File: config.mk
export PLATFORM = sky130hd
export DESIGN_NAME = pc_gen_btb_flat
export DESIGN_NICKNAME = d
export VERILOG_FILES = /design/src/rtl/pc_gen_btb_if.sv /design/src/rtl/pc_gen_btb.sv /design/src/flat_wrapper.sv
export SDC_FILE = /design/constraint.sdc
export NUM_CORES = 2
export LEC_CHECK = 0
export CORE_AREA = 2 2 421 423
export CTS_BUF_LIST = sky130_fd_sc_hd__clkbuf_8
export DETAILED_ROUTE_END_ITERATION = 10
export DIE_AREA = 0 0 423 425
export PLACE_DENSITY_LB_ADDON = 0.12
export SYNTH_ARGS = -nofsm -noshare
export SYNTH_HDL_FRONTEND = slang
export SYNTH_SLANG_ARGS = --single-unit
File: constraint.sdc
create_clock -name clk -period 113.1 [get_ports clk]
set_input_delay 22.62 -clock clk [delete_from_list [all_inputs] [get_ports clk]]
set_output_delay 22.62 -clock clk [all_outputs]
set_load 0.02 [all_outputs]
File: src/rtl/pc_gen_btb_if.sv
// pc_gen_btb_if: fetch-PC generator bus (redirects, BTB training, PC out)
// master = pipeline side driving requests; slave = PC generator
interface pc_gen_btb_if #(
  parameter int XLEN = 32
);
  logic            en;
  logic            trap_valid;
  logic [XLEN-1:0] trap_target;
  logic            RedirectE;
  logic [XLEN-1:0] RedirectTargetE;
  logic            JalD;
  logic [XLEN-1:0] JalTarget;
  logic            upd_valid;
  logic [XLEN-1:0] upd_pc;
  logic            upd_taken;
  logic [XLEN-1:0] upd_target;
  logic [XLEN-1:0] PC_Out;
  logic            pred_taken;
  logic [XLEN-1:0] pred_target;

  modport master (
    output en,
    output trap_valid,
    output trap_target,
    output RedirectE,
    output RedirectTargetE,
    output JalD,
    output JalTarget,
    output upd_valid,
    output upd_pc,
    output upd_taken,
    output upd_target,
    input  PC_Out,
    input  pred_taken,
    input  pred_target
  );

  modport slave (
    input  en,
    input  trap_valid,
    input  trap_target,
    input  RedirectE,
    input  RedirectTargetE,
    input  JalD,
    input  JalTarget,
    input  upd_valid,
    input  upd_pc,
    input  upd_taken,
    input  upd_target,
    output PC_Out,
    output pred_taken,
    output pred_target
  );
endinterface

File: src/rtl/pc_gen_btb.sv
// pc_gen_btb: fetch PC register + direct-mapped BTB with 2-bit counters.
// Ports: clk, clear (async active-high), bus (pc_gen_btb_if.slave).
module pc_gen_btb #(
  parameter int              XLEN         = 32,
  parameter logic [XLEN-1:0] RESET_VECTOR = '0,
  parameter int              BTB_ENTRIES  = 16
) (
  input  logic         clk,
  input  logic         clear,
  pc_gen_btb_if.slave  bus
);

  localparam int IDX = $clog2(BTB_ENTRIES);
  localparam int TW  = XLEN - IDX - 2;

  logic [XLEN-1:0] r_pc;

  logic            r_valid  [BTB_ENTRIES];
  logic [TW-1:0]   r_tag    [BTB_ENTRIES];
  logic [XLEN-1:0] r_target [BTB_ENTRIES];
  logic [1:0]      r_ctr    [BTB_ENTRIES];

  // lookup side
  logic [IDX-1:0]  w_lidx;
  logic [TW-1:0]   w_ltag;
  logic            w_lhit;
  logic            w_pred;
  logic [XLEN-1:0] w_ptgt;

  // training side
  logic [IDX-1:0]  w_uidx;
  logic [TW-1:0]   w_utag;
  logic            w_uhit;
  logic [1:0]      w_ucur;
  logic [1:0]      w_unxt;

  logic [XLEN-1:0] w_seq;
  logic [XLEN-1:0] w_npc;
  logic [3:0]      w_unused_bits;

  assign w_unused_bits = {bus.upd_pc[1:0], r_pc[1:0]};

  assign w_lidx = r_pc[IDX+1:2];
  assign w_ltag = r_pc[XLEN-1:IDX+2];
  assign w_lhit = r_valid[w_lidx] && (r_tag[w_lidx] == w_ltag);
  assign w_pred = w_lhit && r_ctr[w_lidx][1];
  assign w_ptgt = w_pred ? r_target[w_lidx] : '0;

  assign bus.PC_Out      = r_pc;
  assign bus.pred_taken  = w_pred;
  assign bus.pred_target = w_ptgt;

  assign w_uidx = bus.upd_pc[IDX+1:2];
  assign w_utag = bus.upd_pc[XLEN-1:IDX+2];
  assign w_uhit = r_valid[w_uidx] && (r_tag[w_uidx] == w_utag);
  assign w_ucur = r_ctr[w_uidx];

  // saturating counter step
  always_comb begin
    w_unxt = w_ucur;
    if (bus.upd_taken) begin
      if (w_ucur != 2'b11) w_unxt = w_ucur + 2'b01;
    end else begin
      if (w_ucur != 2'b00) w_unxt = w_ucur - 2'b01;
    end
  end

  assign w_seq = r_pc + XLEN'(4);

  // trap bypasses the stall; everything else obeys en
  always_comb begin
    w_npc = r_pc;
    if (bus.trap_valid)      w_npc = bus.trap_target;
    else if (!bus.en)        w_npc = r_pc;
    else if (bus.RedirectE)  w_npc = bus.RedirectTargetE;
    else if (bus.JalD)       w_npc = bus.JalTarget;
    else if (w_pred)         w_npc = w_ptgt;
    else                     w_npc = w_seq;
  end

  always_ff @(posedge clk or posedge clear) begin
    if (clear) r_pc <= RESET_VECTOR;
    else       r_pc <= w_npc;
  end

  // training ignores en and redirects; lookup this cycle sees old data
  always_ff @(posedge clk or posedge clear) begin
    if (clear) begin
      for (int i = 0; i < BTB_ENTRIES; i++) begin
        r_valid[i]  <= 1'b0;
        r_tag[i]    <= '0;
        r_target[i] <= '0;
        r_ctr[i]    <= 2'b01;
      end
    end else if (bus.upd_valid) begin
      if (w_uhit) begin
        r_ctr[w_uidx] <= w_unxt;
        if (bus.upd_taken)
          r_target[w_uidx] <= bus.upd_target;
      end else if (bus.upd_taken) begin
        r_valid[w_uidx]  <= 1'b1;
        r_tag[w_uidx]    <= w_utag;
        r_target[w_uidx] <= bus.upd_target;
        r_ctr[w_uidx]    <= 2'b10;
      end
    end
  end

endmodule

File: src/flat_wrapper.sv
// flat-port wrapper written by rule: the top's interface ports become plain ports
module pc_gen_btb_flat 
#(
  parameter int              XLEN         = 32,
  parameter logic [XLEN-1:0] RESET_VECTOR = '0,
  parameter int              BTB_ENTRIES  = 16
)
  (clk, clear, bus_en, bus_trap_valid, bus_trap_target, bus_RedirectE, bus_RedirectTargetE, bus_JalD, bus_JalTarget, bus_upd_valid, bus_upd_pc, bus_upd_taken, bus_upd_target, bus_PC_Out, bus_pred_taken, bus_pred_target);
  pc_gen_btb_if #(.XLEN(XLEN)) bus_i ();
  input  logic clk;
  input  logic clear;
  input wire logic [$bits(bus_i.en)-1:0] bus_en;
  input wire logic [$bits(bus_i.trap_valid)-1:0] bus_trap_valid;
  input wire logic [$bits(bus_i.trap_target)-1:0] bus_trap_target;
  input wire logic [$bits(bus_i.RedirectE)-1:0] bus_RedirectE;
  input wire logic [$bits(bus_i.RedirectTargetE)-1:0] bus_RedirectTargetE;
  input wire logic [$bits(bus_i.JalD)-1:0] bus_JalD;
  input wire logic [$bits(bus_i.JalTarget)-1:0] bus_JalTarget;
  input wire logic [$bits(bus_i.upd_valid)-1:0] bus_upd_valid;
  input wire logic [$bits(bus_i.upd_pc)-1:0] bus_upd_pc;
  input wire logic [$bits(bus_i.upd_taken)-1:0] bus_upd_taken;
  input wire logic [$bits(bus_i.upd_target)-1:0] bus_upd_target;
  output wire logic [$bits(bus_i.PC_Out)-1:0] bus_PC_Out;
  output wire logic [$bits(bus_i.pred_taken)-1:0] bus_pred_taken;
  output wire logic [$bits(bus_i.pred_target)-1:0] bus_pred_target;
  assign bus_i.en = bus_en;
  assign bus_i.trap_valid = bus_trap_valid;
  assign bus_i.trap_target = bus_trap_target;
  assign bus_i.RedirectE = bus_RedirectE;
  assign bus_i.RedirectTargetE = bus_RedirectTargetE;
  assign bus_i.JalD = bus_JalD;
  assign bus_i.JalTarget = bus_JalTarget;
  assign bus_i.upd_valid = bus_upd_valid;
  assign bus_i.upd_pc = bus_upd_pc;
  assign bus_i.upd_taken = bus_upd_taken;
  assign bus_i.upd_target = bus_upd_target;
  assign bus_PC_Out = bus_i.PC_Out;
  assign bus_pred_taken = bus_i.pred_taken;
  assign bus_pred_target = bus_i.pred_target;
  pc_gen_btb #(.XLEN(XLEN), .RESET_VECTOR(RESET_VECTOR), .BTB_ENTRIES(BTB_ENTRIES)) u_core (.clk(clk), .clear(clear), .bus(bus_i));
endmodule
==> flow_metrics.env <==
export IMPL_status="completed"
export IMPL_p_leak_nw=25.3
export IMPL_finalSetupViolCount=0
export IMPL_routedWlPerCell_um=28.9
export IMPL_slew_viol_final=0
export IMPL_placed_cells=5844
export IMPL_startpoint_type="flop"
export IMPL_layout_common_cells="988 x dfrtp_1, 759 x mux2_2, 400 x mux4_2"
export IMPL_synth_cells=3499
export IMPL_num_io_pins=233
export IMPL_htreeDepth=4
export IMPL_cts_tree="done"
export IMPL_crit_end="bus_pred_target[20]"
export IMPL_port_buffers=230
export IMPL_start_util=0.299
export IMPL_reg2reg_from="u_core.bus.PC_Out[3]"
export IMPL_critPathMaxStageDelay_ns=0.93
export IMPL_min_period_ns=30.61
export IMPL_cp_required_ns=90.48
export IMPL_antenna_found_initial=25
export IMPL_rsz0062_at_grt="false"
export IMPL_ys_ff_latch=1008
export IMPL_reg2reg_to="u_core.bus.PC_Out[1]"
export IMPL_cp_max_fo=43
export IMPL_grt_max_degree=132
export IMPL_worst_ir_drop_vdd_mv=0.0120
export IMPL_crit_start="u_core.bus.PC_Out[3]"
export IMPL_synth_ff_type="dfrtp_1"
export IMPL_hold_buffers=0
export IMPL_post_place_ws_ns=83.32
export IMPL_netlist_area_sq_mm=0.0524
export IMPL_worst_pin_slew_ns=1.20
export IMPL_groute_usage_overall=0.199
export IMPL_synth_nets=3668
export IMPL_yosysSeqAreaShare=0.482
export IMPL_fin_crit_sh=0.271
export IMPL_synth_edf_count=0
export IMPL_cp_depth=11
export IMPL_gp_congestion=0.821
export IMPL_hold_viol=0
export IMPL_grt_pass1_vias=34200
export IMPL_drt_iter0_drc=1988
export IMPL_post_cts_buffers=0
export IMPL_clock_fmax_ghz=0.0327
export IMPL_final_core_util=0.346
export IMPL_hold_path_class="flop to flop"
export IMPL_relSlewSlack=0.201
export IMPL_ff2ff_setup_slack_ns=106.29
export IMPL_final_cells=6181
export IMPL_setup_ws_ns=82.49
export IMPL_die_height_um=425
export IMPL_cp_common_cell="buf_4"
export IMPL_final_common_cell="dfrtp_1"
export IMPL_die_w_um=423
export IMPL_root_buffer="clkbuf_8"
export IMPL_fin_tns_setup_ns=0
export IMPL_core_area_sq_mm=0.175
export IMPL_area_growth_pct=15.8
export IMPL_grt_pass1_wl_um=259000
export IMPL_crit_buf_inv=4
export IMPL_cts_resized=0
export IMPL_yosys_top_cells_area="dfrtp_1 47%, mux4_2 17%, mux2_2 16%, mux2_1 2.5%, mux2_4 2.2%"
export IMPL_die_area_sq_mm=0.180
export IMPL_worstPathArrival_ns=7.99
export IMPL_synth_area_per_cell_sq_um=15.0
export IMPL_drive_gt1_frac=0.437
export IMPL_numCtsBuffers=184
export IMPL_synthArstFlopShare=1.00
export IMPL_detail_route_wirelength_um=179000
export IMPL_yosysTopAreaCell="dfrtp_1"
export IMPL_p_per_area_mw_per_mm2=18.0
export IMPL_r2r_cells=11
export IMPL_end_kind="output pin"
export IMPL_clock_path_buffers=3
export IMPL_vias=32200
export IMPL_finalNetCount=3859
export IMPL_clk_pin_slew_ns=0.06
export IMPL_maxCapViolCount=0
export IMPL_grt_overflow_total=0
export IMPL_avgViaCountPerCell=5.21
export IMPL_num_rows=154
export IMPL_post_dp_hpwl_um=105000
export IMPL_cts_sinks=1008
export IMPL_synth_top_area_share=0.474
export IMPL_ant_nets=0
export IMPL_worst_path_max_delay_cell="dfrtp_4"
export IMPL_path_cells="buf_4 > buf_4 > mux4_2 > mux2i_1 > o21ai_0 > a2111oi_0 > nand4_1 > nor3_4 > buf_4 > and2_1 > clkdlybuf4s50_1"
export IMPL_clkLatencyLatePin_ns=0.93
export IMPL_synthDistinctLibCells=78
export IMPL_crit_type="flop to output pin"
export IMPL_holdWs_ns=0.480
export IMPL_clock_skew_ns=0.0416
export IMPL_drc=0
export IMPL_crit_family="buffers and inverters"
export IMPL_ys_warn_count=0
export IMPL_first_pass_iters=5
==> flip-flops by register name (all words and copies together), names as in the netlist <==
signal,count
u_core.r_tag,416
u_core.bus.PC_Out,32
u_core.r_valid,16
u_core.r_target,512
u_core.r_ctr,32
==> per-stage QoR <==
stage	total power [mW]	cell area (sq um)
after floorplan	0.650	52400
after global placement	0.737	56800
after detailed placement	0.740	56800
after CTS	1.11	60600
after global routing	1.15	60600
final	1.09	60600
==> routing by layer <==
layer | GRT usage | wire, um | up-vias | share of wire
met5 | 0 | 83 | - | 0.00046
met4 | 0.0569 | 4680 | 14 | 0.026
met3 | 0.0351 | 7200 | 292 | 0.040
met2 | 0.333 | 88400 | 675 | 0.49
met1 | 0.263 | 78500 | 17500 | 0.44
li1 | - | - | 13700 | -
==> cells in the mapped netlist (all sizes together) (11+ instances only) <==
| cell | number |
|---|---|
| buf | 131 |
| nor2 | 73 |
| nand2 | 90 |
| mux2 | 949 |
| nand3 | 24 |
| xor2 | 18 |
| or2 | 25 |
| xnor2 | 57 |
| o22a | 13 |
| o21a | 12 |
| o21ai | 65 |
| nand4 | 26 |
| a211oi | 11 |
| mux2i | 104 |
| a21oi | 39 |
| dfrtp | 992 |
| clkbuf | 177 |
| inv | 28 |
| and2 | 45 |
| nand2b | 14 |
| nor2b | 21 |
| nor3 | 33 |
| a31oi | 18 |
| mux4 | 400 |
| dfstp | 16 |
==> worst min path at each step <==
stage | slack, ns | to | startpoint | cells past startpoint
floorplan | 0.45 | u_core.r_valid[1] | u_core.r_valid[1] | 1
global placement | 0.47 | u_core.r_ctr[14] | u_core.r_ctr[14] | 2
detailed placement | 0.47 | u_core.r_valid[8] | u_core.r_valid[8] | 1
CTS | 0.48 | u_core.r_ctr[26] | u_core.r_ctr[26] | 2
global route | 0.50 | u_core.r_ctr[28] | u_core.r_ctr[28] | 2
finish | 0.48 | u_core.r_ctr[12] | u_core.r_ctr[12] | 2
==> cells by family after synthesis <==
kind of cell,share of synthesized area
buffers and inverters,0.0324
xor gates and xnor gates,0.0125
muxes,0.401
AOI/OAI and AO/OA,0.0295
and+or+nand+nor,0.0413
DFF,0.482
adders and majority gates,0.000621
==> cell type report <==
type                    instances  area, sq um
repair buffers                313         2950
well taps                    2340         2930
fillers                     17200       115000
flip-flops and latches       1008        25300
clock buffers                 238         3280
inverters                      29          119
clock inverters                89          498
diodes                         10         25.0
multi-input cells            2154        25600
==> power by group <==
part	switching, mW	internal, mW	leakage [nW]	total (mW)
Clock	0.167	0.191	2.17	0.359
Combinational	0.114	0.139	10.4	0.254
Sequential	0.0466	0.430	12.8	0.476
Total	0.329	0.760	25.3	1.09
==> worst reg2reg max path: stages (launching register included) <==
cell and delay [ns]:
dfrtp_4 0.93, buf_4 0.66, buf_4 0.80, mux4_2 0.63, mux2i_1 0.64, o21ai_0 0.20, a2111oi_0 0.48, nand4_1 0.39
nor3_4 0.94, buf_4 0.50, o21ai_0 0.22, a221oi_1 0.35
No activity file was read; power rests on OpenSTA's default activity.
